**src/rtl/alu_op_sequencer.sv**
```systemverilog
// Multi-cycle controller for the 4-bit register-file/ALU pair: accepts one instruction,
// drives the X-bus field strobes, captures the ALU result and writes it back.
module alu_op_sequencer (
  input  logic       clk,
  input  logic       rst_n,
  input  logic       instr_valid,
  output logic       instr_ready,
  input  logic [2:0] instr_op,
  input  logic [3:0] instr_rd,
  input  logic [3:0] instr_rs1,
  input  logic [3:0] instr_rs2,
  input  logic [3:0] instr_imm,
  output logic [3:0] x_bus,
  output logic       rr1b,
  output logic       rr2b,
  output logic       wrb,
  output logic       wdatab,
  output logic       wenable,
  output logic [1:0] alu_op,
  input  logic [3:0] alu_result,
  input  logic       alu_cf,
  input  logic       alu_sf,
  input  logic       alu_zf,
  output logic       done,
  output logic [3:0] result,
  output logic       cf,
  output logic       sf,
  output logic       zf,
  output logic       invalid,
  output logic [7:0] retired
);

  // Handshake: an instruction is taken on a rising edge where instr_valid && instr_ready;
  // instr_ready is high only in IDLE, and the instruction fields are ignored afterwards.
  typedef enum logic [3:0] {
    S_IDLE, S_RS1, S_RS2, S_WAIT, S_CAPT, S_WADDR, S_WDATA, S_COMMIT, S_DONE
  } state_t;

  state_t     state_q, state_d;
  logic [2:0] op_q, op_d;
  logic [3:0] rd_q, rd_d, rs1_q, rs1_d, rs2_q, rs2_d;
  logic [3:0] capt_q, capt_d;
  logic       capt_cf_q, capt_cf_d, capt_sf_q, capt_sf_d, capt_zf_q, capt_zf_d;
  logic       ready_q, ready_d;
  logic [3:0] x_bus_q, x_bus_d;
  logic       rr1b_q, rr1b_d, rr2b_q, rr2b_d, wrb_q, wrb_d, wdatab_q, wdatab_d;
  logic       wen_q, wen_d;
  logic [1:0] alu_op_q, alu_op_d;
  logic       done_q, done_d;
  logic [3:0] result_q, result_d;
  logic       cf_q, cf_d, sf_q, sf_d, zf_q, zf_d, invalid_q, invalid_d;
  logic [7:0] retired_q, retired_d;

  always_comb begin
    state_d   = state_q;
    op_d      = op_q;
    rd_d      = rd_q;
    rs1_d     = rs1_q;
    rs2_d     = rs2_q;
    capt_d    = capt_q;
    capt_cf_d = capt_cf_q;
    capt_sf_d = capt_sf_q;
    capt_zf_d = capt_zf_q;
    alu_op_d  = alu_op_q;
    case (state_q)
      S_IDLE: begin
        if (instr_valid) begin
          op_d     = instr_op;
          rd_d     = instr_rd;
          rs1_d    = instr_rs1;
          rs2_d    = instr_rs2;
          alu_op_d = instr_op[1:0];
          // LOADI and invalid ops preload the capture register so WDATA/DONE need no special case
          if (instr_op < 3'd4) begin
            state_d = S_RS1;
          end else if (instr_op == 3'd4) begin
            state_d   = S_WADDR;
            capt_d    = instr_imm;
            capt_cf_d = 1'b0;
            capt_sf_d = 1'b0;
            capt_zf_d = (instr_imm == 4'd0);
          end else begin
            state_d   = S_DONE;
            capt_d    = 4'd0;
            capt_cf_d = 1'b0;
            capt_sf_d = 1'b0;
            capt_zf_d = 1'b0;
          end
        end
      end
      S_RS1:    state_d = S_RS2;
      S_RS2:    state_d = S_WAIT;
      S_WAIT:   state_d = S_CAPT;
      S_CAPT: begin
        state_d   = S_WADDR;
        capt_d    = alu_result;
        capt_cf_d = alu_cf;
        capt_sf_d = alu_sf;
        capt_zf_d = alu_zf;
      end
      S_WADDR:  state_d = S_WDATA;
      S_WDATA:  state_d = S_COMMIT;
      S_COMMIT: state_d = S_DONE;
      S_DONE:   state_d = S_IDLE;
      default:  state_d = S_IDLE;
    endcase
  end

  // Datapath outputs are registered versions of what the state being entered requires
  always_comb begin
    ready_d   = (state_d == S_IDLE);
    x_bus_d   = 4'd0;
    rr1b_d    = 1'b0;
    rr2b_d    = 1'b0;
    wrb_d     = 1'b0;
    wdatab_d  = 1'b0;
    wen_d     = 1'b0;
    done_d    = (state_d == S_DONE);
    result_d  = result_q;
    cf_d      = cf_q;
    sf_d      = sf_q;
    zf_d      = zf_q;
    invalid_d = invalid_q;
    retired_d = retired_q;
    case (state_d)
      S_RS1:    begin x_bus_d = rs1_d;  rr1b_d   = 1'b1; end
      S_RS2:    begin x_bus_d = rs2_d;  rr2b_d   = 1'b1; end
      S_WADDR:  begin x_bus_d = rd_d;   wrb_d    = 1'b1; end
      S_WDATA:  begin x_bus_d = capt_d; wdatab_d = 1'b1; end
      S_COMMIT: wen_d = 1'b1;
      default:  ;
    endcase
    if (done_d) begin
      result_d  = capt_d;
      cf_d      = capt_cf_d;
      sf_d      = capt_sf_d;
      zf_d      = capt_zf_d;
      invalid_d = (op_d > 3'd4);
      retired_d = retired_q + 8'd1;
    end
  end

  always_ff @(posedge clk or negedge rst_n) begin
    if (!rst_n) begin
      state_q   <= S_IDLE;
      op_q      <= 3'd0;
      rd_q      <= 4'd0;
      rs1_q     <= 4'd0;
      rs2_q     <= 4'd0;
      capt_q    <= 4'd0;
      capt_cf_q <= 1'b0;
      capt_sf_q <= 1'b0;
      capt_zf_q <= 1'b0;
      ready_q   <= 1'b1;
      x_bus_q   <= 4'd0;
      rr1b_q    <= 1'b0;
      rr2b_q    <= 1'b0;
      wrb_q     <= 1'b0;
      wdatab_q  <= 1'b0;
      wen_q     <= 1'b0;
      alu_op_q  <= 2'd0;
      done_q    <= 1'b0;
      result_q  <= 4'd0;
      cf_q      <= 1'b0;
      sf_q      <= 1'b0;
      zf_q      <= 1'b0;
      invalid_q <= 1'b0;
      retired_q <= 8'd0;
    end else begin
      state_q   <= state_d;
      op_q      <= op_d;
      rd_q      <= rd_d;
      rs1_q     <= rs1_d;
      rs2_q     <= rs2_d;
      capt_q    <= capt_d;
      capt_cf_q <= capt_cf_d;
      capt_sf_q <= capt_sf_d;
      capt_zf_q <= capt_zf_d;
      ready_q   <= ready_d;
      x_bus_q   <= x_bus_d;
      rr1b_q    <= rr1b_d;
      rr2b_q    <= rr2b_d;
      wrb_q     <= wrb_d;
      wdatab_q  <= wdatab_d;
      wen_q     <= wen_d;
      alu_op_q  <= alu_op_d;
      done_q    <= done_d;
      result_q  <= result_d;
      cf_q      <= cf_d;
      sf_q      <= sf_d;
      zf_q      <= zf_d;
      invalid_q <= invalid_d;
      retired_q <= retired_d;
    end
  end

  assign instr_ready = ready_q;
  assign x_bus       = x_bus_q;
  assign rr1b        = rr1b_q;
  assign rr2b        = rr2b_q;
  assign wrb         = wrb_q;
  assign wdatab      = wdatab_q;
  assign wenable     = wen_q;
  assign alu_op      = alu_op_q;
  assign done        = done_q;
  assign result      = result_q;
  assign cf          = cf_q;
  assign sf          = sf_q;
  assign zf          = zf_q;
  assign invalid     = invalid_q;
  assign retired     = retired_q;

endmodule
```
**config.mk**
```make
export PLATFORM = sky130hd
export DESIGN_NAME = alu_op_sequencer
export DESIGN_NICKNAME = d
export VERILOG_FILES = /design/src/rtl/alu_op_sequencer.sv
export SDC_FILE = /design/constraint.sdc
export NUM_CORES = 1
export LEC_CHECK = 0
export ABC_CLOCK_PERIOD_IN_PS = 2100
export BUFFER_PORTS_ARGS = -buffer_cell sky130_fd_sc_hd__buf_2
export CAP_MARGIN = 15
export CORE_MARGIN = 2
export CORE_UTILIZATION = 52
export CTS_CLUSTER_SIZE = 12
export DETAILED_ROUTE_END_ITERATION = 7
export HOLD_SLACK_MARGIN = 0.12
export PLACE_DENSITY = 0.8
export SYNTH_ARGS = -nofsm -noshare
export SYNTH_HDL_FRONTEND = slang
export SYNTH_SLANG_ARGS = --single-unit
```
**constraint.sdc**
```tcl
create_clock -name clk -period 2.1 [get_ports clk]
set_clock_uncertainty 0.05 [all_clocks]
set_input_delay 0.105 -clock clk [delete_from_list [all_inputs] [get_ports clk]]
set_output_delay 0.105 -clock clk [all_outputs]
set_load 0.01 [all_outputs]
```
* Word-level counts from Yosys, hierarchy flattened
Cells that the tools add are included.
Storage, ports and cells: register bits after elaboration 55, bits of input ports 29, output and inout port bits 29, logic and storage cells 77
Operators by class: $add $sub $neg 1, order comparisons 2, eq/ne operators 14, mux-type cells 32, reductions and logical operators 4
Operators with widths (number):
- $mux W4 | 12
- $pmux W4 S8 | 1
- $eq A4 B3 Y1 const B | 7
- $pmux W4 S4 | 1
- $eq A4 B2 Y1 const B | 3
- $logic_not A4 Y1 | 3
- $mux W1 | 12
- $add A8 B1 Y8 const B | 1
- $eq A4 B1 Y1 const B | 2
- $pmux W4 S2 | 1
- $mux W3 | 2
- $pmux W1 S2 | 3
- $eq A4 B4 Y1 const B | 1
- $eq A3 B3 Y1 const B | 1
- $gt A3 B3 Y1 const B | 1
- $lt A3 B3 Y1 const B | 1
- $reduce_and A2 Y1 | 1

* Logic depth before layout (Yosys ltp)
depth in word-level cells 7, gate-level depth with buffers 6

* Worst setup path before layout
Ideal clock, no wire load.
kind register to register, from register state_q[0], to register cf_q (netlist: cf), library setup time 125 ps, data arrival time 1695 ps, slack 231 ps, stages on the path, launching flop included 6, period minus slack after synthesis 1869 ps, cells stage by stage dfrtp_1 > or3_1 > o31a_1 > buf_6 > nor2_8 > mux2_2
Between the ends: word-level cells in the longest chain between the ends 3, elaborated cells between the ends (all ways) 12
Ends and longest elaborated chain:
- start: declaration | RTL line 39 | state_t state_q, state_d;
- start signal: assignment | RTL line 170 | state_q <= state_d;
- $eq A4 B3 Y1 (tied with other cells) | RTL line 65 | case (state_q)
- $pmux W4 S8 * | RTL line 65
- via state_d[3] | RTL line 39
- $eq A4 B4 Y1 * | RTL line 118 | done_d = (state_d == S_DONE);
- end signal: assignment | RTL line 164 | cf_q <= 1'b0;
- end signal: assignment | RTL line 189 | cf_q <= cf_d;
- end: declaration | RTL line 51 | logic cf_q, cf_d, sf_q, sf_d, zf_q, zf_d, invalid_q, invalid_d;
Mark *: on every way through the listed nets, which the timed path passes. The rest lies on a longest branch. A chain may end at the register's enable or synchronous reset.

* Worst setup path after layout
from register state_q[0], to register x_bus_q[3] (netlist: x_bus[3])
Between the ends: elaborated cells between the ends (all ways) 19
RTL lines:
- $logic_not A4 Y1 | RTL line 65
- $mux W4 | RTL line 65
- via rd_d[3] | RTL line 41 | logic [3:0] rd_q, rd_d, rs1_q, rs1_d, rs2_q, rs2_d;
- $pmux W4 S4 | RTL line 125 | case (state_d)
- via x_bus_d[3] | RTL line 45 | logic [3:0] x_bus_q, x_bus_d;
- end signal: assignment | RTL line 180 | x_bus_q <= x_bus_d;
- end: declaration | RTL line 45
The timed path passes the listed nets, and every way through them passes these cells.

==> results.txt <==
The flow ran to the end, and the final reports show no timing, DRC or antenna violations. At the pin with the least slew margin, the transition time is 0.617 ns. The routed design has 4760 um of wire. TritonCTS built the clock tree. The final setup TNS was 0 ns; the starting density of the core was 54.8%. The first global-routing pass estimated 7930 um of wire. The tools report the total cell area at the placement stage as 2580 um2. The capturing element type of the critical path was a flop. The number of buffers created by CTS is 5, and the number of port buffers is 57. Yosys mapped a number of flops with a built-in enable equal to 0.

In the global route stage, met3 resource usage came out at 4.22%. The final count of pins violating max slew came out at 0. In the final layout, flip-flops and latches occupy 1280 um2.

From synthesis to final layout, the design area changed by 31.5%. After detailed placement, the design holds a cell count of 275. For the worst setup path, the data arrival time is 2.14 ns. The clock latency reported for the late side of the worst-skew pair was 0.30 ns; the leakage power summed over all cells was 1.47 nW.

The count of yosys warnings during synthesis was 0; the relative max-transition margin was 58.9%. The first detailed-routing pass took 4 iterations. Static timing analysis puts the maximum clock frequency at 498 MHz.

The tools report the number of antenna violations at the first check in global routing as 0. Post-cts repair resize count: 0. The library cell used most frequently in the layout, excluding fill and tap cells, is sky130_fd_sc_hd__buf_2.

In this run the deepest clock path goes through 2 buffers. The post-synthesis average cell area is 13.2 um2, and the synthesized flop and latch total is 51. The layout net count is 288. Excluding fillers, the count of instances in the completed layout stands at 309. After detailed routing, the average wire length per cell comes to 15.4 um. The final worst-path cycle share is 95.6%. The logs give 0 for the final count of hold timing violations and 51 for the number of clock sinks. For met1 alone, demand over resource in global routing was 27.5%. 0 antenna diodes ended up in the layout.

Global routing consumed, over all layers together, 20.8% of the routing resources. Across the run, the number of max-cap violations was 0. Overall overflow remaining after global route: 0.

Critical path class: reg -> reg. In the layout the commonest cells are 57 x sky130_fd_sc_hd__buf_2, 50 x sky130_fd_sc_hd__dfrtp_1, 24 x sky130_fd_sc_hd__dlygate4sd3_1, 13 x sky130_fd_sc_hd__mux2_2, 10 x sky130_fd_sc_hd__buf_4. The proportion of synthesized flip-flops having asynchronous set or reset works out to 100%. The worst setup path is launched from a flop. The number of core rows is 23, and the detailed placer's ending HPWL is 3170 um. After detailed routing, the number of remaining DRC violations is 0. The via count of the first global-routing pass was 1665; the top cell type's share of synthesized area was 56.2%. The top flip-flop cell by instance count after synthesis was sky130_fd_sc_hd__dfrtp_1.

The die boundary width was 69.4 um; the count of final setup violators was 0. The run gives 2 as the number of H-tree branching levels. Summing all multi-input logic gate instances after layout gives 886 um2.

After global routing, the most crowded layer is met2. Sequential elements use 57.4% of the synthesized area. Once detail routing completed, the nets flagged for antenna violations numbered 0.

The total area inside the core boundary comes to 4060 um2. The total power per unit cell area is 1360 nW/um2, and the clock slew seen by the registers of the worst setup and hold paths is 0.09 ns. The count of different cell masters after synthesis is 46. After detailed routing, the number of vias per cell comes to 5.43. Cell accounting for the most synthesized area: sky130_fd_sc_hd__dfrtp_1. Counting every instance in the synthesized netlist gives 169. At the end of routability-driven placement, the weighted congestion stood at 0.834. The design draws 0.00398 W.

The tools report the met2 layer usage reported by global route as 33.1%. After the first detailed-routing iteration, the DRC count stood at 88. The root buffer cell chosen for the clock tree is sky130_fd_sc_hd__clkbuf_8. Setup repair after global routing left no endpoint under its margin.

Fill cells in the final layout number 287. Measured along the y axis, the die boundary spans 69.4 um. In this run the worst path has a maximum fanout of 12. The tools report the number of vias in the routed layout as 1679. The logs give 52 for the maximum number of pins on one net before global-route repair and 2220 um2 for the synthesized cell area. The tools report the maximum resistive drop on vdd as 0.796 mV.

Sorting the synthesized cells by area gives the leading types as sky130_fd_sc_hd__dfrtp_1 56%, sky130_fd_sc_hd__mux2_2 6.6%, sky130_fd_sc_hd__a22o_1 3.1%. The smallest clock period supported by the final layout is computed as 2.01 ns. Summing all non-filler instances in the final layout gives an area of 2930 um2.

The logs give 4820 um2 for the overall die area and 2.23 ns for the required time of the critical path. During I/O placement, the number of pins put on the boundary was 58. The post-synthesis net count was 199. Cells with a size suffix above 1 make up 40.2% of the layout. The class of the most critical hold timing path is in -> reg.
[worst max-delay path, cell delays in order, from the launching register on]
cell                      delay [ns]
sky130_fd_sc_hd__dfrtp_1        0.40
sky130_fd_sc_hd__buf_4          0.17
sky130_fd_sc_hd__nor4_4         0.35
sky130_fd_sc_hd__nand2_4        0.19
sky130_fd_sc_hd__mux2_4         0.34
sky130_fd_sc_hd__a221o_1        0.38
[sequential cells by signal, indices dropped and copies added, names as in the netlist, 2 cells and up]
register	flops
alu_op	2
x_bus	4
retired	8
state_q	4
op_q	3
rd_q	4
capt_q	4
result	4
rs2_q	4
[power by group]
group / switching, W / internal [W]
combinational: 0.000905 / 0.000864
sequential: 0.000234 / 0.00142
clock: 0.000317 / 0.000235
total: 0.00146 / 0.00252
[stage by stage]
stage | hold WS, ns | utilization, % | setup slack (ns)
floorplan | -0.241 | - | 0.231
global placement | 0.192 | 63.6 | 0.190
detailed placement | 0.199 | 63.6 | 0.120
CTS | 0.122 | 71.7 | 0.0994
global route | 0.141 | 72.1 | 0.0178
finish | 0.135 | 72.1 | 0.0932
[final timing paths]
check	depth (start not counted)	end	slack [ns]	start
setup / recovery	5	x_bus[3]	0.09	state_q[0]
hold / removal	3	capt_q[0]	0.13	instr_imm[0]
setup reg to reg	5	x_bus[3]	0.09	state_q[0]
hold reg to reg	1	state_q[0]	0.41	state_q[0]
max in group asynchronous	3	x_bus[0]	1.21	rst_n
min in group asynchronous	3	wrb	0.38	rst_n
[timing repair]
item,CTS,global route
buffers inserted,0,2
endpoints found under the hold margin,72,0
hold buffers,24,0
setup endpoints to repair,0,1
[final cells by class]
| class | count | share of cell area (%) |
|---|---|---|
| Timing Repair Buffer | 91 | 20.5 |
| Clock inverter | 3 | 0.642 |
| Sequential cell | 51 | 43.7 |
| Multi-Input combinational cell | 106 | 30.3 |
| Tap cell | 50 | 2.14 |
| Clock buffer | 5 | 2.35 |
| Inverter | 3 | 0.385 |
[per-layer routing]
metal / part of all wire (%) / vias up
met2: 48 / 53
met4: 2.3 / 0
met5: 0 / -
met3: 4.9 / 9
li1: - / 799
met1: 45 / 818
[cells by family after synthesis]
family | after synthesis | share of synthesized area [%]
AO/OA/AOI/OAI | 33 | 12.3
XOR/XNOR | 7 | 2.76
adder cells (fa/ha/maj) | 1 | 0.562
buffers and inverters | 12 | 2.76
flip-flops | 51 | 57.4
multiplexers | 17 | 9.05
AND/OR/NAND/NOR | 48 | 15.2
[cells in the mapped netlist, types with 2 or more instances]
| master | n |
|---|---|
| sky130_fd_sc_hd__a221o_1 | 4 |
| sky130_fd_sc_hd__o21ai_0 | 3 |
| sky130_fd_sc_hd__nand2b_1 | 4 |
| sky130_fd_sc_hd__clkbuf_1 | 3 |
| sky130_fd_sc_hd__nand2_1 | 7 |
| sky130_fd_sc_hd__o41ai_1 | 2 |
| sky130_fd_sc_hd__buf_2 | 4 |
| sky130_fd_sc_hd__a221o_2 | 3 |
| sky130_fd_sc_hd__inv_1 | 3 |
| sky130_fd_sc_hd__dfrtp_1 | 50 |
| sky130_fd_sc_hd__and3_1 | 6 |
| sky130_fd_sc_hd__nor2b_1 | 2 |
| sky130_fd_sc_hd__a21o_1 | 2 |
| sky130_fd_sc_hd__mux2_4 | 3 |
| sky130_fd_sc_hd__mux2_2 | 13 |
| sky130_fd_sc_hd__a22o_1 | 8 |
| sky130_fd_sc_hd__o21bai_1 | 2 |
| sky130_fd_sc_hd__nor3_1 | 6 |
| sky130_fd_sc_hd__nand3_1 | 5 |
| sky130_fd_sc_hd__xor2_1 | 7 |
| sky130_fd_sc_hd__nor2_1 | 4 |
| sky130_fd_sc_hd__a21oi_1 | 4 |
Power figures use the tool's default switching activity.
